## src/rtl/blitter_pkg.sv

```systemverilog
// Shared types and constants for the frame-buffer drawing blocks.
package blitter_pkg;

    typedef enum logic [1:0] {
        IDLE  = 2'd0,
        FETCH = 2'd1,
        DATA  = 2'd2,
        EMIT  = 2'd3
    } blit_state_e;

    localparam int unsigned SCREEN_W        = 640;
    localparam int unsigned SCREEN_H        = 480;
    localparam logic [15:0] TRANSPARENT_KEY = 16'hF81F;

endpackage

```

## src/rtl/frame_edge_detect.sv

```systemverilog
// Rising-edge detector for the frame toggle: one sampling flop, one history flop, registered pulse.
module frame_edge_detect (
    input  logic clk_i,
    input  logic reset_i,
    input  logic sig_i,
    output logic rise_o
);

    logic sample_q;
    logic prev_q;
    logic rise_q;

    always_ff @(posedge clk_i) begin
        if (reset_i) begin
            sample_q <= 1'b0;
            prev_q   <= 1'b0;
            rise_q   <= 1'b0;
        end else begin
            sample_q <= sig_i;
            prev_q   <= sample_q;
            rise_q   <= sample_q & ~prev_q;
        end
    end

    assign rise_o = rise_q;

endmodule

```

## src/rtl/sprite_blitter.sv

```systemverilog
// Sprite blitter: walks a sprite ROM and presents opaque pixels on the SRAM program port.
// Optional macro BLIT_CLIP_EN skips pixels that fall outside the 640x480 screen.
module sprite_blitter
    import blitter_pkg::*;
#(
    parameter int          SPRITE_W    = 32,
    parameter int          SPRITE_H    = 32,
    parameter int          SPRITE_ID_W = 4,
    parameter int          HOLD_CYCLES = 2,
    parameter logic [15:0] TRANSPARENT = TRANSPARENT_KEY
) (
    input  logic                                                     sram_clk,
    input  logic                                                     reset,
    input  logic                                                     frame_clk,
    input  logic                                                     cmd_valid,
    output logic                                                     cmd_ready,
    input  logic [9:0]                                               cmd_x,
    input  logic [9:0]                                               cmd_y,
    input  logic [SPRITE_ID_W-1:0]                                   cmd_id,
    output logic [SPRITE_ID_W+$clog2(SPRITE_W)+$clog2(SPRITE_H)-1:0] rom_addr,
    input  logic [15:0]                                              rom_data,
    output logic [9:0]                                               program_x,
    output logic [9:0]                                               program_y,
    output logic [15:0]                                              program_data,
    output logic                                                     program_write,
    output logic                                                     busy,
    output logic                                                     overrun
);

    localparam int COL_W = $clog2(SPRITE_W);
    localparam int ROW_W = $clog2(SPRITE_H);
    localparam int CNT_W = $clog2(HOLD_CYCLES);
    localparam logic [COL_W-1:0] COL_MAX = COL_W'(SPRITE_W - 1);
    localparam logic [ROW_W-1:0] ROW_MAX = ROW_W'(SPRITE_H - 1);

    blit_state_e      state_q;
    logic [9:0]       x_q;
    logic [9:0]       y_q;
    logic [SPRITE_ID_W-1:0] id_q;
    logic [ROW_W-1:0] row_q;
    logic [COL_W-1:0] col_q;
    logic [CNT_W-1:0] cnt_q;
    logic [SPRITE_ID_W+ROW_W+COL_W-1:0] rom_addr_q;
    logic [9:0]       px_q;
    logic [9:0]       py_q;
    logic [15:0]      pdata_q;
    logic             pwrite_q;
    logic             overrun_q;

    logic             frame_edge;
    logic [10:0]      sum_x;
    logic [10:0]      sum_y;
    logic             on_screen;
    logic             writable;
    logic             last_pix;
    logic [COL_W-1:0] col_nxt;
    logic [ROW_W-1:0] row_nxt;

    frame_edge_detect u_edge (
        .clk_i   (sram_clk),
        .reset_i (reset),
        .sig_i   (frame_clk),
        .rise_o  (frame_edge)
    );

    // Eleven-bit sums keep the carry visible to the clip test.
    assign sum_x = {1'b0, x_q} + 11'(col_q);
    assign sum_y = {1'b0, y_q} + 11'(row_q);

`ifdef BLIT_CLIP_EN
    assign on_screen = (sum_x < 11'(SCREEN_W)) && (sum_y < 11'(SCREEN_H));
`else
    logic unused_carry;
    assign unused_carry = sum_x[10] ^ sum_y[10];
    assign on_screen    = 1'b1;
`endif

    assign writable = (rom_data != TRANSPARENT) && on_screen;
    assign last_pix = (row_q == ROW_MAX) && (col_q == COL_MAX);
    assign col_nxt  = col_q + COL_W'(1);
    assign row_nxt  = (col_q == COL_MAX) ? row_q + ROW_W'(1) : row_q;

    // Command handshake: a command transfers on a rising sram_clk edge where
    // cmd_valid && cmd_ready; cmd_ready never depends on cmd_valid.
    assign cmd_ready = (state_q == IDLE) && !frame_edge;

    always_ff @(posedge sram_clk) begin
        if (reset) begin
            state_q    <= IDLE;
            x_q        <= '0;
            y_q        <= '0;
            id_q       <= '0;
            row_q      <= '0;
            col_q      <= '0;
            cnt_q      <= '0;
            rom_addr_q <= '0;
            px_q       <= '0;
            py_q       <= '0;
            pdata_q    <= '0;
            pwrite_q   <= 1'b0;
            overrun_q  <= 1'b0;
        end else begin
            overrun_q <= 1'b0;
            if (frame_edge && state_q != IDLE) begin
                state_q   <= IDLE;
                pwrite_q  <= 1'b0;
                overrun_q <= 1'b1;
            end else begin
                unique case (state_q)
                    IDLE: begin
                        if (cmd_valid && cmd_ready) begin
                            x_q        <= cmd_x;
                            y_q        <= cmd_y;
                            id_q       <= cmd_id;
                            row_q      <= '0;
                            col_q      <= '0;
                            rom_addr_q <= {cmd_id, ROW_W'(0), COL_W'(0)};
                            state_q    <= FETCH;
                        end
                    end
                    FETCH: state_q <= DATA;
                    DATA: begin
                        if (writable) begin
                            px_q     <= sum_x[9:0];
                            py_q     <= sum_y[9:0];
                            pdata_q  <= rom_data;
                            pwrite_q <= 1'b1;
                            cnt_q    <= CNT_W'(HOLD_CYCLES - 1);
                            state_q  <= EMIT;
                        end else begin
                            col_q      <= col_nxt;
                            row_q      <= row_nxt;
                            rom_addr_q <= {id_q, row_nxt, col_nxt};
                            state_q    <= last_pix ? IDLE : FETCH;
                        end
                    end
                    EMIT: begin
                        if (cnt_q == '0) begin
                            pwrite_q   <= 1'b0;
                            col_q      <= col_nxt;
                            row_q      <= row_nxt;
                            rom_addr_q <= {id_q, row_nxt, col_nxt};
                            state_q    <= last_pix ? IDLE : FETCH;
                        end else begin
                            cnt_q <= cnt_q - CNT_W'(1);
                        end
                    end
                endcase
            end
        end
    end

    assign rom_addr      = rom_addr_q;
    assign program_x     = px_q;
    assign program_y     = py_q;
    assign program_data  = pdata_q;
    assign program_write = pwrite_q;
    assign overrun       = overrun_q;
    assign busy          = (state_q != IDLE);

endmodule
```

## config.mk

```make
export PLATFORM = sky130hd
export DESIGN_NAME = sprite_blitter
export DESIGN_NICKNAME = d
export VERILOG_FILES = /design/src/rtl/blitter_pkg.sv /design/src/rtl/frame_edge_detect.sv /design/src/rtl/sprite_blitter.sv
export SDC_FILE = /design/constraint.sdc
export NUM_CORES = 1
export LEC_CHECK = 0
export BUFFER_PORTS_ARGS = -buffer_cell sky130_fd_sc_hd__buf_2
export CAP_MARGIN = 20
export CORE_UTILIZATION = 48
export DETAILED_ROUTE_END_ITERATION = 10
export GPL_TIMING_DRIVEN = 0
export PLACE_DENSITY = 0.81
export SLEW_MARGIN = 20
export SYNTH_ARGS = -nofsm -noshare
export SYNTH_HDL_FRONTEND = slang
export SYNTH_HIERARCHICAL = 1
export SYNTH_SLANG_ARGS = --single-unit
```

## constraint.sdc

```tcl
create_clock -name sram_clk -period 2.5 [get_ports sram_clk]
set_input_delay 0.625 -clock sram_clk [delete_from_list [all_inputs] [get_ports sram_clk]]
set_output_delay 0.625 -clock sram_clk [all_outputs]
set_load 0.005 [all_outputs]
```

* After elaboration in Yosys (flattened, before gate mapping) *
Index checks and enable logic that the tools add are counted.

storage, ports and cells
  register bits = 92
  bits of input ports = 44
  output and inout port bits = 54
  logic and storage cells = 73

operators by class
  add/sub/neg operators = 5
  equality and inequality tests = 10
  mux-type cells = 23
  bitwise logic cells = 3
  reductions and logical operators = 16

operator list
  cell                                                                     count
  14-bit 2-to-1 mux                                                        3
  14-bit one-hot mux with 3 select lines                                   1
  5-bit 2-to-1 mux                                                         6
  5-bit one-hot mux with 3 select lines                                    2
  10-bit by 5-bit adder with 10-bit output                                 2
  16-bit inequality test, second input constant                            1
  3-bit AND reduction                                                      4
  5-bit by 1-bit adder with 5-bit output, second input constant            2
  5-bit == test, second input constant                                     2
  2-bit one-hot mux with 4 select lines                                    1
  2-bit 2-to-1 mux                                                         3
  2-bit inequality test, second input constant                             3
  1-bit 2-to-1 mux                                                         5
  5-bit AND reduction                                                      1
  2-bit == test, second input constant                                     2
  1-bit logical AND                                                        4
  1-bit one-hot mux with 2 select lines                                    2
  2-bit nonzero test                                                       2
  3-bit nonzero test                                                       1
  2-bit by 1-bit == test with 1-bit output, second input constant          1
  2-bit logical NOT                                                        1
  2-bit by 1-bit inequality test with 1-bit output, second input constant  1
  1-bit NOT                                                                2
  2-bit AND reduction                                                      1
  4 further kinds                                                          4

* Depth between registers and ports, before layout *
  word-level depth = 5
  mapped depth = 9
  depth with buffers taken out = 8

* Cells and area by module *
The synthesis kept the hierarchy.

by module, submodules not included
  module             times used  cells each  area each (um^2)  sequential area each (um^2)
  sprite_blitter     1           446         3682.3            1581.5
  frame_edge_detect  1           6           85.1              60.1

* Least setup slack after synthesis *
No wires, ideal clock.

  kind = input to register
  start point = input port rom_data[8]
  end point = register row_q[3]
  setup time = 0.070 ns
  arrival time = 2.317 ns
  required time = 2.430 ns
  setup slack = 0.113 ns
  cell stages on the path = 6
  buffers on the path = 1
  cell sequence = or4b_4 > o41ai_4 > buf_6 > nand2_4 > or4_1 > a21oi_1

between the ends
  longest elaborated chain between the ends = 3

RTL lines
  element                                 RTL line               source
  start, declared                         sprite_blitter.sv:21   input logic [15:0] rom_data,
  16-bit inequality test                  sprite_blitter.sv:78   assign writable = (rom_data != TRANSPARENT) && on_screen;
  2-bit inequality test (no source line)  -
  5-bit AND reduction (no source line)    -
  end signal, assigned                    sprite_blitter.sv:132  row_q <= row_nxt;
  end signal, assigned                    sprite_blitter.sv:141  row_q <= row_nxt;
  end, declared                           sprite_blitter.sv:40   logic [ROW_W-1:0] row_q;

No other way between the ends.
A chain may end at the register's enable or synchronous reset.

* Worst setup path in the final report *
  start point = register state_q[1]
  end point = register row_q[0]

between the ends
  longest elaborated chain between the ends = 5
  elaborated cells on any way between the ends = 14
  those cells by class = eq/ne: 5; mux: 1; bitwise: 1; reduce/logical: 7

RTL lines
  element                                                            RTL line                                     source
  start, declared                                                    sprite_blitter.sv:36                         blit_state_e state_q;
  start signal, assigned                                             sprite_blitter.sv:134                        state_q <= last_pix ? IDLE : FETCH;
  start signal, assigned                                             sprite_blitter.sv:143                        state_q <= last_pix ? IDLE : FETCH;
  2-bit logical NOT                                                  sprite_blitter.sv:85, sprite_blitter.sv:109
  1-bit logical AND                                                  sprite_blitter.sv:85                         assign cmd_ready = (state_q == IDLE) && !frame_edge;
  1-bit logical AND                                                  sprite_blitter.sv:111                        if (cmd_valid && cmd_ready) begin
  2-bit by 1-bit inequality test with 1-bit output (no source line)  -
  5-bit AND reduction (no source line)                               -

Several ways; a longest one is shown, not always the timed one.

==> metrics.log <==
INFO  metric ys_async_sr_fraction = 0
INFO  metric die_width = 90.6 um
INFO  metric synthesis.yosys.warnings = 6
INFO  metric reg2reg_from = state_q[1]
INFO  metric vias_in_the_first_global_route = 3406
INFO  metric grtUsageTotal = 0.235
INFO  metric core.rowCount = 31
INFO  metric routed_wire_length_per_instance = 14.2 um
INFO  metric detail_route.first_pass.iterations = 5
INFO  metric endpoint_kind = flip-flop
INFO  metric whs = 0.412 ns
INFO  metric cts_htree_levels = 3
INFO  metric finalMaxSlewViolations = 0
INFO  metric vias = 3632
INFO  metric number_of_flops_mapped_to_enable_cells_by_yosys = 0
INFO  metric global_route.overflow_total = 0
INFO  metric slew_headroom = 0.590
INFO  metric clk_path_buf_depth = 2
INFO  metric mappedNetlistArea = 3770 sq um
INFO  metric cts.sinks = 82
INFO  metric setup.worst_path.end = row_q[0]
INFO  metric synth_xor_xnor_area_share = 0.0325
INFO  metric finClkSkew = 0.00773 ns
INFO  metric muxShareOfSynthArea = 0.00299
INFO  metric yosys_most_used_dff = dfxtp_1
INFO  metric grt_antenna_before_repair = 0
INFO  metric initialDrtViolationCount = 222
INFO  metric crit_arrival = 2.57 ns
INFO  metric wirelength = 9440 um
INFO  metric timing.rr.end = row_q[0]
INFO  metric post_synth_most_frequent_cells = nand2_1, dfxtp_1, a21oi_1
INFO  metric stdcell_count = 664
INFO  metric hold_violations = 0
INFO  metric rsz0062_at_grt = false
INFO  metric critPathMaxFanout = 10
INFO  metric synth_cell_type_count = 44
INFO  metric cts.clk_slew.worst_paths = 0.09 ns
INFO  metric achievable-frequency = 436 MHz
INFO  metric setup.worst_path.start_class = flip-flop
INFO  metric drtAntennaViolNets = 0
INFO  metric syn_nets = 516
INFO  metric top_level_ports = 98
INFO  metric synth-compound-area-share = 0.204
INFO  metric clock-root-buffer = clkbuf_8
INFO  metric setup_violations = 0
INFO  metric clock_insertion_delay_worst_skew = 0.36 ns
INFO  metric seq_area = 1640 sq um
INFO  metric filler_cell_count = 646
INFO  metric grt_first_pass_wirelength = 15500 um
INFO  metric syn_area_per_cell = 8.33 sq um
INFO  metric criticalPathCategory = flip-flop to flip-flop
INFO  metric post_synth_inst_count = 452
INFO  metric fp.coreArea = 7410 sq um
INFO  metric cts_buffers = 9
INFO  metric drv_cap = 0
INFO  metric final_cycle_utilization_of_the_critical_path = 0.918
INFO  metric placedCellCount = 648
INFO  metric timing.hold.worst.class = flip-flop to flip-flop
INFO  metric p_leak = 2.00 nW
INFO  metric initial_standard_cell_utilization_of_the_core = 0.509
INFO  metric synth-seq-area-share = 0.436
INFO  metric syn_to_final_growth = 22.2%
INFO  metric holdCritStartpoint = u_edge/prev_q
INFO  metric sum_of_internal_switching_and_leakage_power = 3.90 mW
INFO  metric worst_ep_required_time = 2.77 ns
INFO  metric die_h = 90.6 um
INFO  metric power_density_normalized_to_cell_area = 846 nW/um^2
INFO  metric cts_tree = yes
INFO  metric critical_path.startpoint = state_q[1]
INFO  metric dp_hpwl = 7140 um
INFO  metric port-buffer-count = 97
INFO  metric ir_drop = 367 uV
INFO  metric worstMarginPinSlew = 0.616 ns
INFO  metric reg2reg_slack = 0.21 ns
INFO  metric netlist.top_cell.by_area = dfxtp_1
INFO  metric synth_seq_cells = 82
INFO  metric die-area = 8210 sq um
INFO  metric vias_per_cell = 5.47
INFO  metric synthTopCellsByArea = dfxtp_1, nand2_1, a21oi_1
INFO  metric maximum_number_of_pins_on_one_net_before_global_route_repair = 15
INFO  metric route.detailed.drc = 0
INFO  metric nets = 624
INFO  metric layout-drive-gt1-share = 0.225
INFO  metric timing.reg2reg.worst_path_depth = 8
INFO  metric run_status = complete, no violations
INFO  metric share_of_the_synthesized_area_in_the_top_cell_type = 0.436
INFO  metric multi_input_area = 2000 sq um
INFO  metric final_period_minus_worst_setup_slack = 2.29 ns
INFO  metric yosys.cell_count.top_type = nand2_1
INFO  metric synth_simple_gate_area_frac = 0.222
INFO  metric combinational_family_with_the_most_area_after_synthesis = simple AND/OR/NAND/NOR gates
INFO  metric antenna_cells = 0
INFO  metric adder_and_majority_gate_portion_of_the_synthesized_area = 0.0704
INFO  metric finalWeightedCongestion = 0.827
[worst max-delay path, stage by stage (launching register included)]
cell and delay, ns:
dfxtp_1 0.42, inv_1 0.10, ha_1 0.27, nor2b_1 0.15, a2111oi_4 0.49, and2_1 0.29
buf_4 0.20, nand3_1 0.09, o31ai_1 0.20
[metal layers]
metal / vias to the layer above / wire, um / track usage
li1: 1788 / - / -
met1: 1683 / 4190 / 0.293
met2: 138 / 4380 / 0.385
met3: 23 / 605 / 0.0446
met4: 0 / 267 / 0.122
met5: - / 0 / 0
[kinds of logic (layout without fill, tap and decap cells)]
group                    count (synthesis)  after routing
XOR/XNOR                                14             14
AO/OA/AOI/OAI                          121            121
flip-flops                              82             82
adder cells (fa/ha/maj)                 20             20
multiplexers                             1              1
buffers and inverters                   28            141
AND/OR/NAND/NOR                        186            186
[state kept, by name, indices dropped and copies added (netlist names), 4 cells and up]
register and flops:
col_q 4, id_q 4, program_data 16, program_x 10, program_y 10, rom_addr 6, row_q 4, x_q 10
y_q 10
[where the power goes]
group,switching [mW],internal [mW]
clock network,0.493,0.591
logic,0.715,0.467
registers,0.126,1.50
total,1.33,2.56
[placed cells by master, fill, tap and decap left out, drive strengths merged, types with 2 or more instances in the layout]
| master | netlist | final |
|---|---|---|
| nand4 | 5 | 5 |
| xnor2 | 7 | 7 |
| a211oi | 16 | 16 |
| clkbuf | 18 | 28 |
| and2 | 3 | 3 |
| bufinv | 0 | 2 |
| nor2b | 6 | 6 |
| clkinvlp | 0 | 2 |
| nand3 | 7 | 7 |
| nand2b | 4 | 4 |
| o2111ai | 4 | 4 |
| fa | 2 | 2 |
| xor2 | 7 | 7 |
| nand4b | 2 | 2 |
| a21oi | 65 | 65 |
| o21a | 2 | 2 |
| nor3b | 3 | 3 |
| nand2 | 111 | 111 |
| o21ai | 12 | 12 |
| inv | 4 | 5 |
| and3 | 4 | 4 |
| a21o | 9 | 9 |
| buf | 6 | 103 |
| o21bai | 3 | 3 |
| ha | 18 | 18 |
| or3 | 4 | 4 |
| a311oi | 6 | 6 |
| nor2 | 31 | 31 |
| dfxtp | 82 | 82 |
[worst min path at each step]
| stage | end | depth (start not counted) |
|---|---|---|
| final | u_edge/rise_o | 1 |
| after floorplan | u_edge/rise_o | 1 |
| after global routing | u_edge/rise_o | 1 |
| after global placement | u_edge/rise_o | 1 |
| after CTS | u_edge/rise_o | 1 |
| after detailed placement | u_edge/rise_o | 1 |
[layout make-up]
class | instances | area share
Clock buffer | 10 | 0.0299
Buffer | 24 | 0.0234
Timing Repair Buffer | 97 | 0.105
Clock inverter | 6 | 0.0193
Tap cell | 99 | 0.0269
Sequential cell | 82 | 0.357
Multi-Input combinational cell | 342 | 0.435
Inverter | 4 | 0.00326
[what timing repair did]
| action | in CTS | in global routing |
|---|---|---|
| hold buffers | 0 | 0 |
| endpoints found under the hold margin | 0 | 0 |
| setup endpoints to repair | 0 | 7 |
| resized for setup | 0 | 2 |
| buffers inserted | 0 | 0 |
[per-stage QoR]
step | worst slack, ns | util | TNS, ns | cell area, sq um
6_report | 0.205 | 0.622 | 0 | 4600
5_1_grt | 0.00779 | 0.622 | 0 | 4600
4_1_cts | 0.188 | 0.621 | 0 | 4600
3_5_place_dp | -0.120 | 0.591 | -2.84 | 4380
3_3_place_gp | -0.0914 | 0.591 | -2.07 | 4380
2_1_floorplan | 0.113 | - | 0 | 3770
Power figures use the tool's default switching activity.
